$ cat src/rtl/pipe_stage_skid_reg_pkg.sv
// Shared definitions for pipeline stage registers: occupancy encoding,
// control-word layout and the default safe bubble.
package pipe_stage_skid_reg_pkg;

  localparam int unsigned DEF_DATA_W  = 32;
  localparam int unsigned DEF_NUM_OPS = 4;
  localparam int unsigned DEF_CTRL_W  = 12;
  localparam int unsigned DEF_CNT_W   = 16;

  // Occupancy of a stage register: no entry, main entry only, main + skid.
  typedef enum logic [1:0] {
    ST_EMPTY = 2'd0,
    ST_ONE   = 2'd1,
    ST_FULL  = 2'd2
  } stage_state_e;

  // Control-word field layout shared by all stages and hazard units.
  typedef struct packed {
    logic [3:0] funcsel;
    logic       memwr;
    logic       regwr;
    logic [1:0] wbsel;
    logic [2:0] func3;
    logic       spare;
  } ctrl_word_t;

  // A bubble must never write memory or the register file.
  localparam ctrl_word_t SAFE_BUBBLE_CTRL = '0;

endpackage

$ cat src/rtl/pipe_stage_skid_reg_if.sv
// Valid/ready handshake bundle carrying one instruction between stages.
interface pipe_stage_skid_reg_if
  import pipe_stage_skid_reg_pkg::*;
#(
  parameter int unsigned CTRL_W  = DEF_CTRL_W,
  parameter int unsigned DATA_W  = DEF_DATA_W,
  parameter int unsigned NUM_OPS = DEF_NUM_OPS
);

  localparam int unsigned OPS_W = NUM_OPS * DATA_W;

  logic               valid;
  logic               ready;
  logic [CTRL_W-1:0]  ctrl;
  logic [OPS_W-1:0]   ops;

  // Producer side drives the payload, consumer side drives ready.
  modport master (output valid, output ctrl, output ops, input  ready);
  modport slave  (input  valid, input  ctrl, input  ops, output ready);

endinterface

$ cat src/rtl/pipe_stage_skid_reg.sv
// Inter-stage pipeline register with a 2-entry skid buffer, registered
// in_ready, bubble insertion, synchronous flush and a saturating stall counter.
module pipe_stage_skid_reg
  import pipe_stage_skid_reg_pkg::*;
#(
  parameter int unsigned       DATA_W      = DEF_DATA_W,
  parameter int unsigned       NUM_OPS     = DEF_NUM_OPS,
  parameter int unsigned       CTRL_W      = DEF_CTRL_W,
  parameter logic [CTRL_W-1:0] BUBBLE_CTRL = CTRL_W'(SAFE_BUBBLE_CTRL),
  parameter int unsigned       CNT_W       = DEF_CNT_W
) (
  input  logic                  clk_i,
  input  logic                  rst_i,
  input  logic                  flush_i,
  pipe_stage_skid_reg_if.slave  in_if,
  pipe_stage_skid_reg_if.master out_if,
  output logic [CNT_W-1:0]      stall_cnt_o
);

  localparam int unsigned      OPS_W   = NUM_OPS * DATA_W;
  localparam logic [CNT_W-1:0] CNT_MAX = '1;

  stage_state_e      state_q,     state_d;
  logic              in_ready_q,  in_ready_d;
  logic              out_valid_q, out_valid_d;
  logic [CTRL_W-1:0] main_ctrl_q, main_ctrl_d;
  logic [OPS_W-1:0]  main_ops_q,  main_ops_d;
  logic [CTRL_W-1:0] skid_ctrl_q, skid_ctrl_d;
  logic [OPS_W-1:0]  skid_ops_q,  skid_ops_d;
  logic [CNT_W-1:0]  stall_cnt_q, stall_cnt_d;
  logic              in_fire;
  logic              out_fire;

  // Main entry doubles as the output register; it is loaded with the bubble
  // whenever the stage empties, so no output mux is needed.
  assign in_if.ready  = in_ready_q;
  assign out_if.valid = out_valid_q;
  assign out_if.ctrl  = main_ctrl_q;
  assign out_if.ops   = main_ops_q;
  assign stall_cnt_o  = stall_cnt_q;

  // Next-state: occupancy transitions, payload moves and stall counting.
  always_comb begin
    state_d     = state_q;
    main_ctrl_d = main_ctrl_q;
    main_ops_d  = main_ops_q;
    skid_ctrl_d = skid_ctrl_q;
    skid_ops_d  = skid_ops_q;
    stall_cnt_d = stall_cnt_q;
    in_fire     = in_if.valid & in_ready_q;
    out_fire    = out_valid_q & out_if.ready;

    if (flush_i) begin
      state_d     = ST_EMPTY;
      main_ctrl_d = BUBBLE_CTRL;
      main_ops_d  = '0;
    end else begin
      if (out_valid_q && !out_if.ready && (stall_cnt_q != CNT_MAX)) begin
        stall_cnt_d = stall_cnt_q + CNT_W'(1);
      end
      case (state_q)
        ST_EMPTY: begin
          if (in_fire) begin
            main_ctrl_d = in_if.ctrl;
            main_ops_d  = in_if.ops;
            state_d     = ST_ONE;
          end
        end
        ST_ONE: begin
          if (in_fire && out_fire) begin
            main_ctrl_d = in_if.ctrl;
            main_ops_d  = in_if.ops;
          end else if (in_fire) begin
            skid_ctrl_d = in_if.ctrl;
            skid_ops_d  = in_if.ops;
            state_d     = ST_FULL;
          end else if (out_fire) begin
            main_ctrl_d = BUBBLE_CTRL;
            main_ops_d  = '0;
            state_d     = ST_EMPTY;
          end
        end
        ST_FULL: begin
          if (out_fire) begin
            main_ctrl_d = skid_ctrl_q;
            main_ops_d  = skid_ops_q;
            state_d     = ST_ONE;
          end
        end
        default: begin
          main_ctrl_d = BUBBLE_CTRL;
          main_ops_d  = '0;
          state_d     = ST_EMPTY;
        end
      endcase
    end

    in_ready_d  = (state_d != ST_FULL);
    out_valid_d = (state_d != ST_EMPTY);
  end

  // State, payload and counter registers with synchronous reset.
  always_ff @(posedge clk_i) begin
    if (rst_i) begin
      state_q     <= ST_EMPTY;
      in_ready_q  <= 1'b1;
      out_valid_q <= 1'b0;
      main_ctrl_q <= BUBBLE_CTRL;
      main_ops_q  <= '0;
      skid_ctrl_q <= BUBBLE_CTRL;
      skid_ops_q  <= '0;
      stall_cnt_q <= '0;
    end else begin
      state_q     <= state_d;
      in_ready_q  <= in_ready_d;
      out_valid_q <= out_valid_d;
      main_ctrl_q <= main_ctrl_d;
      main_ops_q  <= main_ops_d;
      skid_ctrl_q <= skid_ctrl_d;
      skid_ops_q  <= skid_ops_d;
      stall_cnt_q <= stall_cnt_d;
    end
  end

endmodule

$ cat src/flat_wrapper.sv
// flat-port wrapper written by rule: the top's interface ports become plain ports
module pipe_stage_skid_reg_flat import pipe_stage_skid_reg_pkg::*;
#(
  parameter int unsigned       DATA_W      = DEF_DATA_W,
  parameter int unsigned       NUM_OPS     = DEF_NUM_OPS,
  parameter int unsigned       CTRL_W      = DEF_CTRL_W,
  parameter logic [CTRL_W-1:0] BUBBLE_CTRL = CTRL_W'(SAFE_BUBBLE_CTRL),
  parameter int unsigned       CNT_W       = DEF_CNT_W
)
  (clk_i, rst_i, flush_i, stall_cnt_o, in_if_valid, in_if_ctrl, in_if_ops, in_if_ready, out_if_valid, out_if_ctrl, out_if_ops, out_if_ready);
  pipe_stage_skid_reg_if #(.CTRL_W(CTRL_W), .DATA_W(DATA_W), .NUM_OPS(NUM_OPS)) in_if_i ();
  pipe_stage_skid_reg_if #(.CTRL_W(CTRL_W), .DATA_W(DATA_W), .NUM_OPS(NUM_OPS)) out_if_i ();
  input  logic clk_i;
  input  logic rst_i;
  input  logic flush_i;
  output logic [CNT_W-1:0] stall_cnt_o;
  input wire logic [$bits(in_if_i.valid)-1:0] in_if_valid;
  input wire logic [$bits(in_if_i.ctrl)-1:0] in_if_ctrl;
  input wire logic [$bits(in_if_i.ops)-1:0] in_if_ops;
  output wire logic [$bits(in_if_i.ready)-1:0] in_if_ready;
  output wire logic [$bits(out_if_i.valid)-1:0] out_if_valid;
  output wire logic [$bits(out_if_i.ctrl)-1:0] out_if_ctrl;
  output wire logic [$bits(out_if_i.ops)-1:0] out_if_ops;
  input wire logic [$bits(out_if_i.ready)-1:0] out_if_ready;
  assign in_if_i.valid = in_if_valid;
  assign in_if_i.ctrl = in_if_ctrl;
  assign in_if_i.ops = in_if_ops;
  assign in_if_ready = in_if_i.ready;
  assign out_if_valid = out_if_i.valid;
  assign out_if_ctrl = out_if_i.ctrl;
  assign out_if_ops = out_if_i.ops;
  assign out_if_i.ready = out_if_ready;
  pipe_stage_skid_reg #(.DATA_W(DATA_W), .NUM_OPS(NUM_OPS), .CTRL_W(CTRL_W), .BUBBLE_CTRL(BUBBLE_CTRL), .CNT_W(CNT_W)) u_core (.clk_i(clk_i), .rst_i(rst_i), .flush_i(flush_i), .in_if(in_if_i), .out_if(out_if_i), .stall_cnt_o(stall_cnt_o));
endmodule
$ cat config.mk
export PLATFORM = sky130hd
export DESIGN_NAME = pipe_stage_skid_reg_flat
export DESIGN_NICKNAME = d
export VERILOG_FILES = /design/src/rtl/pipe_stage_skid_reg_pkg.sv /design/src/rtl/pipe_stage_skid_reg_if.sv /design/src/rtl/pipe_stage_skid_reg.sv /design/src/flat_wrapper.sv
export SDC_FILE = /design/constraint.sdc
export NUM_CORES = 1
export LEC_CHECK = 0
export ABC_CLOCK_PERIOD_IN_PS = 2000
export BUFFER_PORTS_ARGS = -buffer_cell sky130_fd_sc_hd__buf_2
export CORE_UTILIZATION = 52
export CTS_CLUSTER_SIZE = 8
export DETAILED_ROUTE_END_ITERATION = 10
export GPL_TIMING_DRIVEN = 0
export PLACE_DENSITY = 0.91
export REMOVE_ABC_BUFFERS = 1
export SLEW_MARGIN = 10
export SYNTH_ARGS = -nofsm -noshare
export SYNTH_HDL_FRONTEND = slang
export SYNTH_SLANG_ARGS = --single-unit
$ cat constraint.sdc
create_clock -name clk_i -period 2 [get_ports clk_i]
set_input_delay 0.5 -clock clk_i [delete_from_list [all_inputs] [get_ports clk_i]]
set_output_delay 0.5 -clock clk_i [all_outputs]
set_load 0.02 [all_outputs]
==> results.toml, run 1 <==
[layout]
fillers = 1506
multi_input_comb_area_um2 = 4750
regArea_um2 = 6010
post_route_cells_drive_above_1_share_pct = 26.8
area_growth_pct = 27.8
layout.nets = 1630
post-route-util_pct = 68.2
final_cell_area_um2 = 14400

[timing]
slew_violations = 0
min_period_ns = 1.96
worst_slew_pin_slew_ns = 0.406
fin_setup_tns_ns = 0
rsz0062_at_grt = "true"
final.setup_skew_ns = 0.0166
hold_violations = 0
relSlewSlack_pct = 72.9
max_freq_mhz = 510
setup_viol = 0
post-route-period-util_pct = 98.1

[flow_run]
drv_cap = 0

[detailed_routing]
viasPerCell = 6.04
avgRoutedWirePerCell_um = 18.6
drtIter0Drc = 713
postRouteAntennaNets = 0
wl_um = 32700
drc_errors = 0
num_vias = 10600
first_pass_iters = 5

[floorplanning]
num_io_pins = 303
die_x_um = 149
core_region_area_um2 = 21100
fp-row-count = 53
fp.dieH_um = 149
die-area_um2 = 22200
initial_core_util_pct = 53.4

[setup_path]
worstReg2RegEnd = "u_core.out_if.ops[111]"
ff2ff_setup_slack_ns = 0.04
reg2reg_from = "u_core.out_if.valid"
crit_chain = "and2_1, and2_4, buf_16, a22oi_1, o2bb2ai_1"
rr_worst_depth = 5
worstSetupEndpoint = "u_core.out_if.ops[111]"
path_delay_family = "simple AND/OR/NAND/NOR gates"
timing.critical_path.buf_inv = 1
critPathRequiredTime_ns = 2.41
path_depth = 5
crit_path_start = "u_core.out_if.valid"
max_stage_delay_ns = 0.42
critPathArrivalTime_ns = 2.37
crit_slowest_cell = "dfxtp_1"
criticalPathCategory = "register to register"
crit_fanout = 64
startpoint_type = "register"
end_kind = "register"

[grt]
grt_pass1_vias = 10400
antenna_found_initial = 1
grt_pass1_wl_um = 51100
grtUsageTotal_pct = 28.1
grt_max_degree = 86
grt_overflow = 0

[clock_network]
cts.path.max_buffers = 3
hold_buffers = 0
clock-sinks = 300
numCtsBuffers = 43
cts_tree = "yes"
h-tree-depth = 2
clk_latency_ns = 0.52
clk_pin_slew_ns = 0.06
cts-root-buf = "clkbuf_16"

[min_path]
min_path_type = "input port to register"

[placed_design]
placed_area_um2 = 13100
hpwl_um = 19700
numPortBuffers = 302
gp_congestion = 0.794

[logic_synthesis]
synth-seq-cells = 300
yosys.area.top_type = "dfxtp_1"
synth-edff-count = 0
synth.distinct_cells = 44
synthCells = 1218
netlist.area_leader.share_pct = 53.4
seq_area_frac_synth_pct = 53.4
netlist_area_um2 = 11300
synthFlopType = "dfxtp_1"
synth_area_leaders = "dfxtp_1, o2bb2ai_1, nand2_1"
synth.avg_cell_area_um2 = 9.24
async_flop_share_pct = 0
synth_warnings = 0

[power]
p_leak_nw = 5.59
cellPowerDensity_nw_per_um2 = 959
finalPower_mw = 13.8
vdd_ir_drop_max_v = 0.000859

[status]
status = "complete, no violations"
tightest hold or removal path: stages:
cell	delay, ns
buf_2	0.11
nand2_1	0.05
a21oi_1	0.05
cells in the final DEF, fill, tap and decap left out, types with 5 or more instances in the layout:
| cell | n |
|---|---|
| buf_2 | 301 |
| buf_4 | 10 |
| nor2_1 | 15 |
| clkbuf_16 | 45 |
| a21oi_1 | 152 |
| or3_1 | 5 |
| buf_16 | 12 |
| a22oi_1 | 140 |
| buf_8 | 6 |
| dfxtp_1 | 299 |
| o2bb2ai_1 | 140 |
| nor2b_1 | 6 |
| nand2_1 | 286 |
area by class of cell:
| class | count | share of cell area [%] |
|---|---|---|
| sequential | 300 | 41.8 |
| multi-input combinational | 802 | 33.0 |
| timing repair buffer | 334 | 14.7 |
| clock buffer | 45 | 7.83 |
| tap | 275 | 2.39 |
| clock inverter | 1 | 0.209 |
| inverter | 3 | 0.0783 |
| antenna | 1 | 0.0174 |
flip-flops by register name (all words and copies together), names as in the netlist:
signal,flops
u_core.stall_cnt_o,16
u_core.out_if.ctrl,12
u_core.skid_ops_q,128
u_core.out_if.valid,1
u_core.skid_ctrl_q,12
u_core.in_if.ready,1
u_core.out_if.ops,128
u_core.state_q,2
Yosys cell counts (4+ instances only):
| library cell | n |
|---|---|
| o2bb2ai_1 | 140 |
| nor2b_1 | 6 |
| o31ai_1 | 4 |
| or4_1 | 4 |
| nand4_1 | 4 |
| a21oi_1 | 153 |
| or3_1 | 6 |
| buf_4 | 9 |
| clkbuf_1 | 52 |
| mux2_2 | 4 |
| dfxtp_1 | 300 |
| nand2_1 | 286 |
| a22oi_1 | 140 |
| buf_2 | 50 |
| nor2_1 | 15 |
where the power goes:
part / total [mW] / internal [mW] / switching [mW]
Clock: 6.46 / 4.03 / 2.42
Sequential: 6.21 / 6.13 / 0.0806
Combinational: 1.12 / 0.446 / 0.672
how the worst min path moves through the flow:
stage / slack, ns / cells after the start / end / start
global placement: 0.44 / 1 / u_core.out_if.ops[32] / u_core.out_if.ops[32]
global route: 0.22 / 3 / u_core.skid_ops_q[84] / in_if_ops[84]
detailed placement: 0.44 / 1 / u_core.out_if.ops[113] / u_core.out_if.ops[113]
floorplan: 0.43 / 2 / u_core.skid_ctrl_q[0] / u_core.skid_ctrl_q[0]
CTS: 0.22 / 3 / u_core.skid_ops_q[105] / in_if_ops[105]
finish: 0.23 / 3 / u_core.skid_ops_q[107] / in_if_ops[107]
timing repair:
action / CTS / global route
buffers inserted: 5 / 5
hold endpoints to repair: 0 / 0
resized for setup: 2 / 3
pin swaps: 1 / 2
setup endpoints to repair: 207 / 140
cloned: 1 / 0
per-layer routing:
metal  vias up  track usage, %  part of all wire (%)
met3       108            6.97                   7.7
met2       481            47.7                    49
met1      5119            33.1                    39
li1       4920               -                     -
met4         0            13.5                   4.3
met5         -               0                     0
cell families (layout without fill, tap and decap cells):
group	after synthesis	in the layout	synth area share, %
buf+inv	116	383	4.86
simple gates	347	347	13.0
other cells	0	1	0
fa+ha+maj	1	1	0.111
compound gates	446	446	27.9
flops	300	300	53.4
mux	8	8	0.789
metrics by stage:
step                      hold WS (ns)  setup WS [ns]  std cells
after floorplan                  0.430          -4.50       1105
after global placement           0.439          -9.23       1682
after detailed placement         0.441         -0.738       1703
after CTS                        0.217        0.00154       1755
after global routing             0.222        -0.0636       1760
final                            0.233         0.0390       1761
(Power assumes the default switching activity.)
==> inputs of run 2 (changes only) <==
--- a/config.mk
+++ b/config.mk
@@ -11,6 +11,7 @@
 export CTS_CLUSTER_SIZE = 8
 export DETAILED_ROUTE_END_ITERATION = 10
 export GPL_TIMING_DRIVEN = 0
+export MAX_ROUTING_LAYER = met4
 export PLACE_DENSITY = 0.91
 export REMOVE_ABC_BUFFERS = 1
 export SLEW_MARGIN = 10
==> run 2 against run 1 <==
Count of clock-buffer cells in the layout unchanged. Non-clock buffer count did not move. Flip-flop and latch count unchanged. Final cell count barely moved. Global-route usage increased by 0.87 points. Critical path depth grew 2. Critical path type unchanged.
==> results.toml, run 2 (same netlist as run 1, synthesis figures left out) <==
[setup_path]
crit_slowest_cell = "dfxtp_1"
path_delay_family = "simple AND/OR/NAND/NOR gates"
max_stage_delay_ns = 0.39
startpoint_type = "register"
criticalPathCategory = "register to register"
critPathRequiredTime_ns = 2.43
critPathArrivalTime_ns = 2.39
crit_fanout = 21
reg2reg_from = "u_core.state_q[1]"
crit_path_start = "u_core.state_q[1]"
timing.critical_path.buf_inv = 3
end_kind = "register"
crit_chain = "nand3b_1, nor3_4, buf_6, buf_12, buf_8, nand2_1, a21oi_1"

[detailed_routing]
drtIter0Drc = 718
wl_met1_um = 12700
avgRoutedWirePerCell_um = 18.7
viasPerCell = 6.10
wl_um = 32900
maxUsedRoutingLayer = "met4"
route.met3.wl_um = 2570
num_vias = 10800
first_pass_iters = 5
postRouteAntennaNets = 0
drc_errors = 0
wl_met2_um = 16200

[placed_design]
gp_congestion = 0.805
hpwl_um = 19700
pre_cts_ws_ns = -0.738
numPortBuffers = 302

[grt]
grt_pass1_wl_um = 51100
grt_max_degree = 86
grtUsageTotal_pct = 29.0
antenna_found_initial = 1
grt_pass1_vias = 10400
grt_overflow = 0

[power]
p_leak_nw = 5.59
cellPowerDensity_nw_per_um2 = 958
vdd_ir_drop_max_v = 0.000861

[flow_run]
drv_cap = 0

[status]
status = "complete, no violations"

[layout]
layout_commonest_cell = "buf_2"
layout.nets = 1630
regArea_um2 = 6010
multi_input_comb_area_um2 = 4750
final_cell_mix = "buf_2, dfxtp_1, nand2_1"
post_route_cells_drive_above_1_share_pct = 26.9
fillers = 1502
area_growth_pct = 27.9

[clock_network]
cts_tree = "yes"
h-tree-depth = 2
cts.path.max_buffers = 3
clock-sinks = 300
hold_buffers = 0
clk_latency_ns = 0.52
numCtsBuffers = 43
cts-root-buf = "clkbuf_16"
clk_pin_slew_ns = 0.06

[timing]
fin_setup_tns_ns = 0
hold_violations = 0
max_freq_mhz = 511
worst_slack_ns = 0.0426
relSlewSlack_pct = 73.1
post-route-period-util_pct = 97.9
worst_slew_pin_slew_ns = 0.401
setup_viol = 0
slew_violations = 0
final.setup_skew_ns = 0.0173
min_period_ns = 1.96

[floorplanning]
core_region_area_um2 = 21100
num_io_pins = 303
fp-row-count = 53
initial_core_util_pct = 53.4
fp.dieH_um = 149
die_x_um = 149
die-area_um2 = 22200

[min_path]
hp-start = "in_if_ops[107]"
min_path_type = "input port to register"
-- run 2: final timing paths --
path,slack [ns],depth (start not counted),to
worst min register to register,0.45,2,u_core.skid_ctrl_q[9]
worst max register to register,0.04,7,u_core.skid_ops_q[118]
worst min-delay path,0.23,3,u_core.skid_ops_q[107]
worst max-delay path,0.04,7,u_core.skid_ops_q[118]
-- run 2: power by group --
group,total (mW),internal [mW],switching [mW]
combinational,1.12,0.446,0.675
sequential,6.22,6.13,0.0810
clock,6.45,4.03,2.42
-- run 2: area by class of cell --
type	instances	area share, %
inverter	3	0.0782
antenna	2	0.0348
tap	275	2.39
multi-input combinational	802	33.0
clock inverter	1	0.209
clock buffer	45	7.82
timing repair buffer	334	14.7
sequential	300	41.7
-- run 2: metrics by stage --
stage               cells  power [mW]  utilization (%)  instance area (um^2)  hold WS (ns)
CTS                  1755        13.8             68.0                 14300         0.217
finish               1762        13.8             68.3                 14400         0.234
global placement     1682        7.32             59.6                 12600         0.439
floorplan            1105        6.85                -                 10700         0.430
global route         1762        14.2             68.3                 14400         0.222
detailed placement   1703        7.40             62.1                 13100         0.441
-- run 2: layer usage --
metal | track usage (%) | up-vias
met5 | - | -
met4 | 13.5 | 0
met3 | 6.61 | 123
met2 | 47.5 | 523
met1 | 33.5 | 5178
li1 | - | 4930
-- run 2: repair_timing --
| action | CTS | global route |
|---|---|---|
| endpoints found under the setup margin | 207 | 139 |
| gates resized for setup | 2 | 7 |
| pin swaps | 1 | 4 |
| buffers inserted | 5 | 6 |
| gates cloned | 1 | 0 |
-- run 2: worst reg2reg max path: stages, from the launching register on --
cell,delay (ns)
dfxtp_1,0.39
nand3b_1,0.34
nor3_4,0.35
buf_6,0.18
buf_12,0.17
buf_8,0.20
nand2_1,0.10
a21oi_1,0.14
